[config.mk]
export PLATFORM = sky130hd
export DESIGN_NAME = prefetch_fifo
export DESIGN_NICKNAME = d
export VERILOG_FILES = /design/src/rtl/flash_pkg.sv /design/src/rtl/prefetch_fifo.sv
export SDC_FILE = /design/constraint.sdc
export NUM_CORES = 1
export LEC_CHECK = 0
export ABC_AREA = 1
export CAP_MARGIN = 10
export CORE_MARGIN = 3
export CORE_UTILIZATION = 45
export DETAILED_ROUTE_END_ITERATION = 8
export GPL_TIMING_DRIVEN = 0
export PLACE_DENSITY = 0.73
export SLEW_MARGIN = 30
export SYNTH_ARGS = -nofsm -noshare
export SYNTH_HDL_FRONTEND = slang
export SYNTH_SLANG_ARGS = --single-unit
[constraint.sdc]
create_clock -name clk -period 7.8 [get_ports clk]
set_clock_uncertainty 0.1 [all_clocks]
set_input_delay 0.78 -clock clk [delete_from_list [all_inputs] [get_ports clk]]
set_output_delay 0.78 -clock clk [all_outputs]
set_load 0.02 [all_outputs]
[src/rtl/flash_pkg.sv]
// flash_pkg -- shared definitions for the flash prefetch buffer slice.
//
// Contents:
//   FLASH_WADDR_W   : width of a flash word address (15 bits)
//   FLASH_LAST_WORD : highest valid flash word address (304 rows x 64 cols - 1)
//   state_t         : controller state encoding
//
// Optional feature macro: FLASH_PREFETCH_EN. When it is undefined the
// PREFETCH state does not exist.

package flash_pkg;

    localparam int FLASH_WADDR_W = 15;
    localparam logic [FLASH_WADDR_W-1:0] FLASH_LAST_WORD = 15'h4BFF;

    typedef enum logic [1:0] {
        ST_IDLE     = 2'd0,
        ST_DEMAND   = 2'd1,
        ST_WRITE    = 2'd2
`ifdef FLASH_PREFETCH_EN
        ,
        ST_PREFETCH = 2'd3
`endif
    } state_t;

endpackage

[src/rtl/prefetch_fifo.sv]
// prefetch_fifo -- stream buffer of consecutive flash words.
//
// Entry k holds the word at head+k for k < count. The storage is a ring
// indexed from rd_ptr, so a skip-pop only moves pointers, never data.
//
// Ports:
//   clk, reset_n        : clock, asynchronous active-low reset
//   lookup_addr         : word address to look up (the CPU request)
//   hit, hit_data       : lookup_addr is buffered / its data
//   pop                 : drop every entry up to and including the hit entry
//   push, push_data     : append the word at next_addr
//   flush               : discard all entries, keep head
//   load, load_addr     : discard all entries and restart the stream at load_addr
//   full                : count == DEPTH
//   next_addr, next_ok  : address of the next word to fetch, and whether it
//                         lies inside the flash (no wrap past LAST_WORD)

module prefetch_fifo
    import flash_pkg::*;
#(
    parameter int DEPTH = 4,
    parameter logic [FLASH_WADDR_W-1:0] LAST_WORD = FLASH_LAST_WORD
) (
    input  logic                     clk,
    input  logic                     reset_n,
    input  logic [FLASH_WADDR_W-1:0] lookup_addr,
    output logic                     hit,
    output logic [31:0]              hit_data,
    input  logic                     pop,
    input  logic                     push,
    input  logic [31:0]              push_data,
    input  logic                     flush,
    input  logic                     load,
    input  logic [FLASH_WADDR_W-1:0] load_addr,
    output logic                     full,
    output logic [FLASH_WADDR_W-1:0] next_addr,
    output logic                     next_ok
);

    localparam int PW = $clog2(DEPTH);
    localparam int CW = $clog2(DEPTH + 1);
    localparam int AW = FLASH_WADDR_W;

    logic [31:0]   mem [DEPTH];
    logic [PW-1:0] rd_ptr_reg;
    logic [AW-1:0] head_reg;
    logic [CW-1:0] count_reg;

    logic [AW-1:0] offset;
    logic [AW:0]   next_sum;

    // Modular subtraction: addresses below head give a huge offset and
    // therefore miss, which is exactly what a backward jump should do.
    assign offset    = lookup_addr - head_reg;
    assign hit       = offset < AW'(count_reg);
    assign hit_data  = mem[rd_ptr_reg + offset[PW-1:0]];
    assign full      = (count_reg == CW'(DEPTH));

    // One extra bit so that head+count past 0x7FFF cannot alias to a low
    // address and sneak under LAST_WORD.
    assign next_sum  = {1'b0, head_reg} + (AW + 1)'(count_reg);
    assign next_addr = next_sum[AW-1:0];
    assign next_ok   = (next_sum <= {1'b0, LAST_WORD});

    always_ff @(posedge clk or negedge reset_n) begin
        if (!reset_n) begin
            rd_ptr_reg <= '0;
            head_reg   <= '0;
            count_reg  <= '0;
        end else if (load) begin
            head_reg  <= load_addr;
            count_reg <= '0;
        end else if (flush) begin
            count_reg <= '0;
        end else if (pop && hit) begin
            head_reg   <= lookup_addr + AW'(1);
            rd_ptr_reg <= rd_ptr_reg + offset[PW-1:0] + PW'(1);
            count_reg  <= count_reg - offset[CW-1:0] - CW'(1);
        end else if (push && !full) begin
            count_reg <= count_reg + CW'(1);
        end
    end

    // Storage carries no reset; only entries below count are ever read.
    always_ff @(posedge clk) begin
        if (push && !full && !load && !flush && !pop) begin
            mem[rd_ptr_reg + count_reg[PW-1:0]] <= push_data;
        end
    end

endmodule

# Word level (Yosys, flattened, before mapping)
# Memories as Yosys holds them, arrays and structs flattened.
# Index checks and enable logic that the tools add are counted.
[op_classes]
addsub = 9
magnitude_cmp = 2
n_eq_ne = 2
n_mux = 9
bitwise_logic = 2
reduce_logical = 13
[op_table]
columns = ["cell", "n"]
rows = [
  ["$mux 15", 3],
  ["$add 15x3->16", 1],
  ["$le 16x15->1 const B", 1],
  ["$add 15x1->15 const B", 1],
  ["$lt 15x3->1", 1],
  ["$sub 15x15->15", 1],
  ["$mux 3", 4],
  ["$logic_and 1x1->1", 5],
  ["$add 2x2->2", 2],
  ["$logic_not 1->1", 4],
  ["$reduce_bool 4->1", 1],
  ["$add 3x1->3 const B", 1],
  ["$eq 3x3->1 const B", 1],
  ["$reduce_and 3->1", 1],
  ["$sub 3x1->3 const B", 1],
  ["$sub 3x3->3", 1],
  ["$add 2x1->2 const B", 1],
  ["$mux 1", 2],
  ["$ne 2x1->1 const B", 1],
  ["$not 1->1", 2],
  ["$reduce_and 2->1", 1],
  ["$reduce_bool 2->1", 1],
]
[totals]
reg_bits = 20
mem_bits_rw = 128
in_bits = 68
out_inout_bits = 50
elab_cells = 41
memories = 1
[mem_list]
columns = ["name", "depth", "word_bits", "rd", "rd_clocked_by_memory_dff", "wr", "line", "rtl"]
rows = [
  ["mem", 4, 32, 1, 0, 1, "prefetch_fifo.sv:44", "logic [31:0] mem [DEPTH];"],
]

# Logic depth before layout (Yosys ltp)
[logic_depth]
depth_word = 8
mapped_depth = 22

# Worst setup path before layout
# Ideal clock, no wire load.
[synth_path]
kind = "input-to-output"
from = "in lookup_addr[0]"
to = "out hit_data[10]"
t_arrival_ps = 2850
t_required_ps = 6920
setup_slack_ps = 4070
cell_stages = 8
cell_sequence = "inv_1 ha_1 inv_1 ha_1 clkbuf_1 buf_1 mux2i_1 o21ai_0"
[synth_between]
elab_chain_len = 3
[synth_rtl]
columns = ["element", "line", "rtl"]
rows = [
  ["start: declaration", "prefetch_fifo.sv:26", "input logic [FLASH_WADDR_W-1:0] lookup_addr,"],
  ["$sub 15x15->15", "prefetch_fifo.sv:54", "assign offset = lookup_addr - head_reg;"],
  ["$add 2x2->2", "prefetch_fifo.sv:56", "assign hit_data = mem[rd_ptr_reg + offset[PW-1:0]];"],
  ["$mem_v2 4x32", "n/a", ""],
  ["end: declaration", "prefetch_fifo.sv:28", "output logic [31:0] hit_data,"],
]
# No other way between the ends.

# Worst setup path after layout
[layout_path]
from = "in lookup_addr[0]"
to = "out hit_data[9]"
# The elaborated chain is that of the path after synthesis.

==> impl_metrics.tcl <==
set metrics [dict create \
    total_of_buffers_placed_on_input_and_output_ports 115 \
    cp-end-kind "output port" \
    antenna_violating_nets_post_route 0 \
    synth.cell_area_um2 7756 \
    yosysUniqueCellTypes 40 \
    finalSetupViolCount 0 \
    cts_hold_repair.buffers 0 \
    max-slew-margin-rel_pct 44.97 \
    timing_worst_slew_pin_value_ns 0.8255 \
    critical_path.reg2reg.endpoint "head_reg[2]" \
    vias_in_the_first_global_route 5629 \
    largest_reg_flops 128 \
    boundary_pin_count 118 \
    crit_chain "clkdlybuf4s50_1, inv_1, ha_1, fa_1, inv_1, xor2_1, clkbuf_1, clkbuf_1, o211ai_1, o21ai_0, clkdlybuf4s50_1" \
    timing.setup.critical_path_class "in2out" \
    gr-total-overflow 0 \
    globalRouteTotalUtil_pct 19.49 \
    num_antenna_cells 0 \
    cp_data_arrival_time_ns 4.39 \
    cp_max_delay_cell "clkdlybuf4s50_1" \
    clockRootBuffer "clkbuf_16" \
    num_rows 47 \
    mappedNetlistNets 862 \
    antenna_found_initial 0 \
    gpl.final_weighted_congestion 0.8825 \
    final_common_cell "nand2_1" \
    period_utilization_pct 67.52 \
    run_status "complete, no violations" \
    cts_setup_buffers 0 \
    cells_after_synthesis 766 \
    drtIter0Drc 355 \
    regToRegSetupSlack_ns 4.44 \
    power-per-cell-area_nw_per_um2 232.4 \
    crit_required_ns 6.92 \
    hold_ws_ns 0.2044 \
    r2r.worst_path.cells 16 \
    post_route_cells_drive_above_1_share_pct 9.607 \
    dp_hpwl_um 12870 \
    path_max_fanout 10 \
    cts.sink_count 148 \
    core_region_area_um2 16700 \
    final_report_max_slew_violation_count 0 \
    cts-root-to-sink-buffers 2 \
    synth-seq-cells 148 \
    area_growth_pct 27.75 \
    tritoncts_clock_tree "done" \
    grt_start_max_net_pins 21 \
    htree_levels 4 \
    cts_buffers 17 \
    power.leakage_nw 4.004 \
    synth.yosys.seq_area_share_pct 56.01 \
    finish.net_count 1000 \
    fp.dieW_um 137.3 \
    place_worst_setup_slack_ns 2.522 \
    tns_ns 0 \
    fmax_mhz 189.9 \
    synth_area_per_cell_um2 10.13 \
    vias_per_cell 5.132 \
    initial_core_utilization_pct 46.44 \
    timing.final.crit_period_ns 5.267 \
    layout_common_cells "178 x nand2_1, 128 x edfxtp_1, 114 x clkdlybuf4s50_1" \
    hold_class "in2async" \
    vdd_drop_max_mv 0.1984 \
    timing.critical_path.from_type "input pin" \
    cpPeakStageDelay_ns 0.65 \
    rsz0062_at_grt "false" \
    synth_enable_flop_cells 128 \
    route.detailed.wl_per_inst_um 15.68 \
    r2r-start "head_reg[0]" \
    synth-warning-count 0 \
    setup_ws_ns 2.533 \
    total_routed_length_um 17810 \
    hold_viol 0 \
    drt-pass1-iter-count 4 \
    wire_length_of_the_first_global_routing_pass_um 27960 \
    post_cts_resize_count 0 \
    postSynth.topFlopCell "edfxtp_1" \
    total_power_mw 2.302 \
    final_design_area_no_fill_um2 9908 \
    placement.cell_area_um2 9305 \
    clock_pin_transition_on_the_worst_setup_and_hold_timing_paths_ns 0.07 \
    maxCapViolCount 0 \
    clk-insertion-delay-late_ns 0.44 \
    async_flop_share_pct 13.51 \
    die_height_um 137.3 \
    design.die.area_um2 18850 \
    routed-via-count 5830 \
    post-route-drc-count 0 \
]
[cell usage after synthesis (2+ instances only)]
| cell type | instances | area, um2 |
|---|---|---|
| nand3b_1 | 2 | 15.01 |
| nand4_1 | 6 | 37.54 |
| mux2i_1 | 32 | 320.3 |
| o21ai_2 | 5 | 43.79 |
| a21oi_1 | 11 | 55.05 |
| nor4_1 | 2 | 12.51 |
| o21ai_0 | 49 | 245.2 |
| fa_1 | 3 | 60.06 |
| buf_1 | 3 | 11.26 |
| o31ai_1 | 2 | 15.01 |
| dfrtp_1 | 20 | 500.5 |
| clkbuf_1 | 17 | 63.81 |
| nor2_1 | 39 | 146.4 |
| or2_2 | 33 | 206.5 |
| edfxtp_1 | 128 | 3844 |
| xor2_1 | 24 | 210.2 |
| a31oi_1 | 4 | 25.02 |
| nand3_1 | 40 | 200.2 |
| buf_6 | 2 | 22.52 |
| o211ai_1 | 32 | 240.2 |
| ha_1 | 25 | 312.8 |
| xnor2_1 | 4 | 35.03 |
| nand2_1 | 178 | 668.1 |
| and2_1 | 2 | 12.51 |
| nand2_2 | 2 | 12.51 |
| nand3_2 | 2 | 20.02 |
| nor3_1 | 7 | 35.03 |
| inv_1 | 80 | 300.3 |
[worst max path at each step]
stage	from	end	slack [ns]	cells past startpoint
after floorplan	lookup_addr[0]	hit_data[10]	4.07	8
after global placement	lookup_addr[0]	hit_data[3]	2.57	10
after detailed placement	lookup_addr[0]	hit_data[3]	2.52	10
after CTS	lookup_addr[0]	hit_data[9]	2.49	11
after global routing	lookup_addr[0]	hit_data[9]	2.31	11
final	lookup_addr[0]	hit_data[9]	2.53	11
[critical path: cells and delay by family]
kind                     cells  cell delay, ns
buffers and inverters        6            2.25
AO/OA/AOI/OAI                2            0.37
adder cells (fa/ha/maj)      2            0.79
XOR/XNOR                     1            0.20
[metrics by stage]
| step | utilization [%] | cells |
|---|---|---|
| after floorplan | - | 766 |
| after global placement | 54.98 | 1101 |
| after detailed placement | 55.72 | 1105 |
| after CTS | 59.33 | 1136 |
| after global routing | 59.33 | 1136 |
| final | 59.33 | 1136 |
[power breakdown]
part           internal (mW)  leakage (nW)  switching [mW]
Sequential             0.874          1.41         0.00843
Clock                  0.508         0.285           0.332
Combinational          0.242          2.31           0.339
Total                   1.62          4.00           0.679
[routing by layer]
layer / share of wire [%] / global-route usage, % / wire (um)
met5: 0 / 0 / 0
met4: 1.7 / 7.650 / 308
met3: 4.9 / 4.200 / 869
met2: 49 / 32.26 / 8773
met1: 44 / 25.09 / 7859
[cell families after synthesis]
group | Yosys count | synth area share, %
buffers and inverters | 106 | 5.388
flip-flops | 148 | 56.01
multiplexers | 32 | 4.130
XOR/XNOR | 28 | 3.162
adder cells (fa/ha/maj) | 28 | 4.807
AO/OA/AOI/OAI | 106 | 8.356
AND/OR/NAND/NOR | 318 | 18.15
[cell type report]
class                      count  area [um2]
tap                          220       275.3
fill                        1403        6793
buffer                        24       110.1
inverter                      82       307.8
clock buffer                  18       429.2
clock inverter                13       173.9
sequential                   148        4344
multi-input combinational    512        3024
timing repair buffer         119        1244
Note: power is estimated with default switching activity, not from simulation.
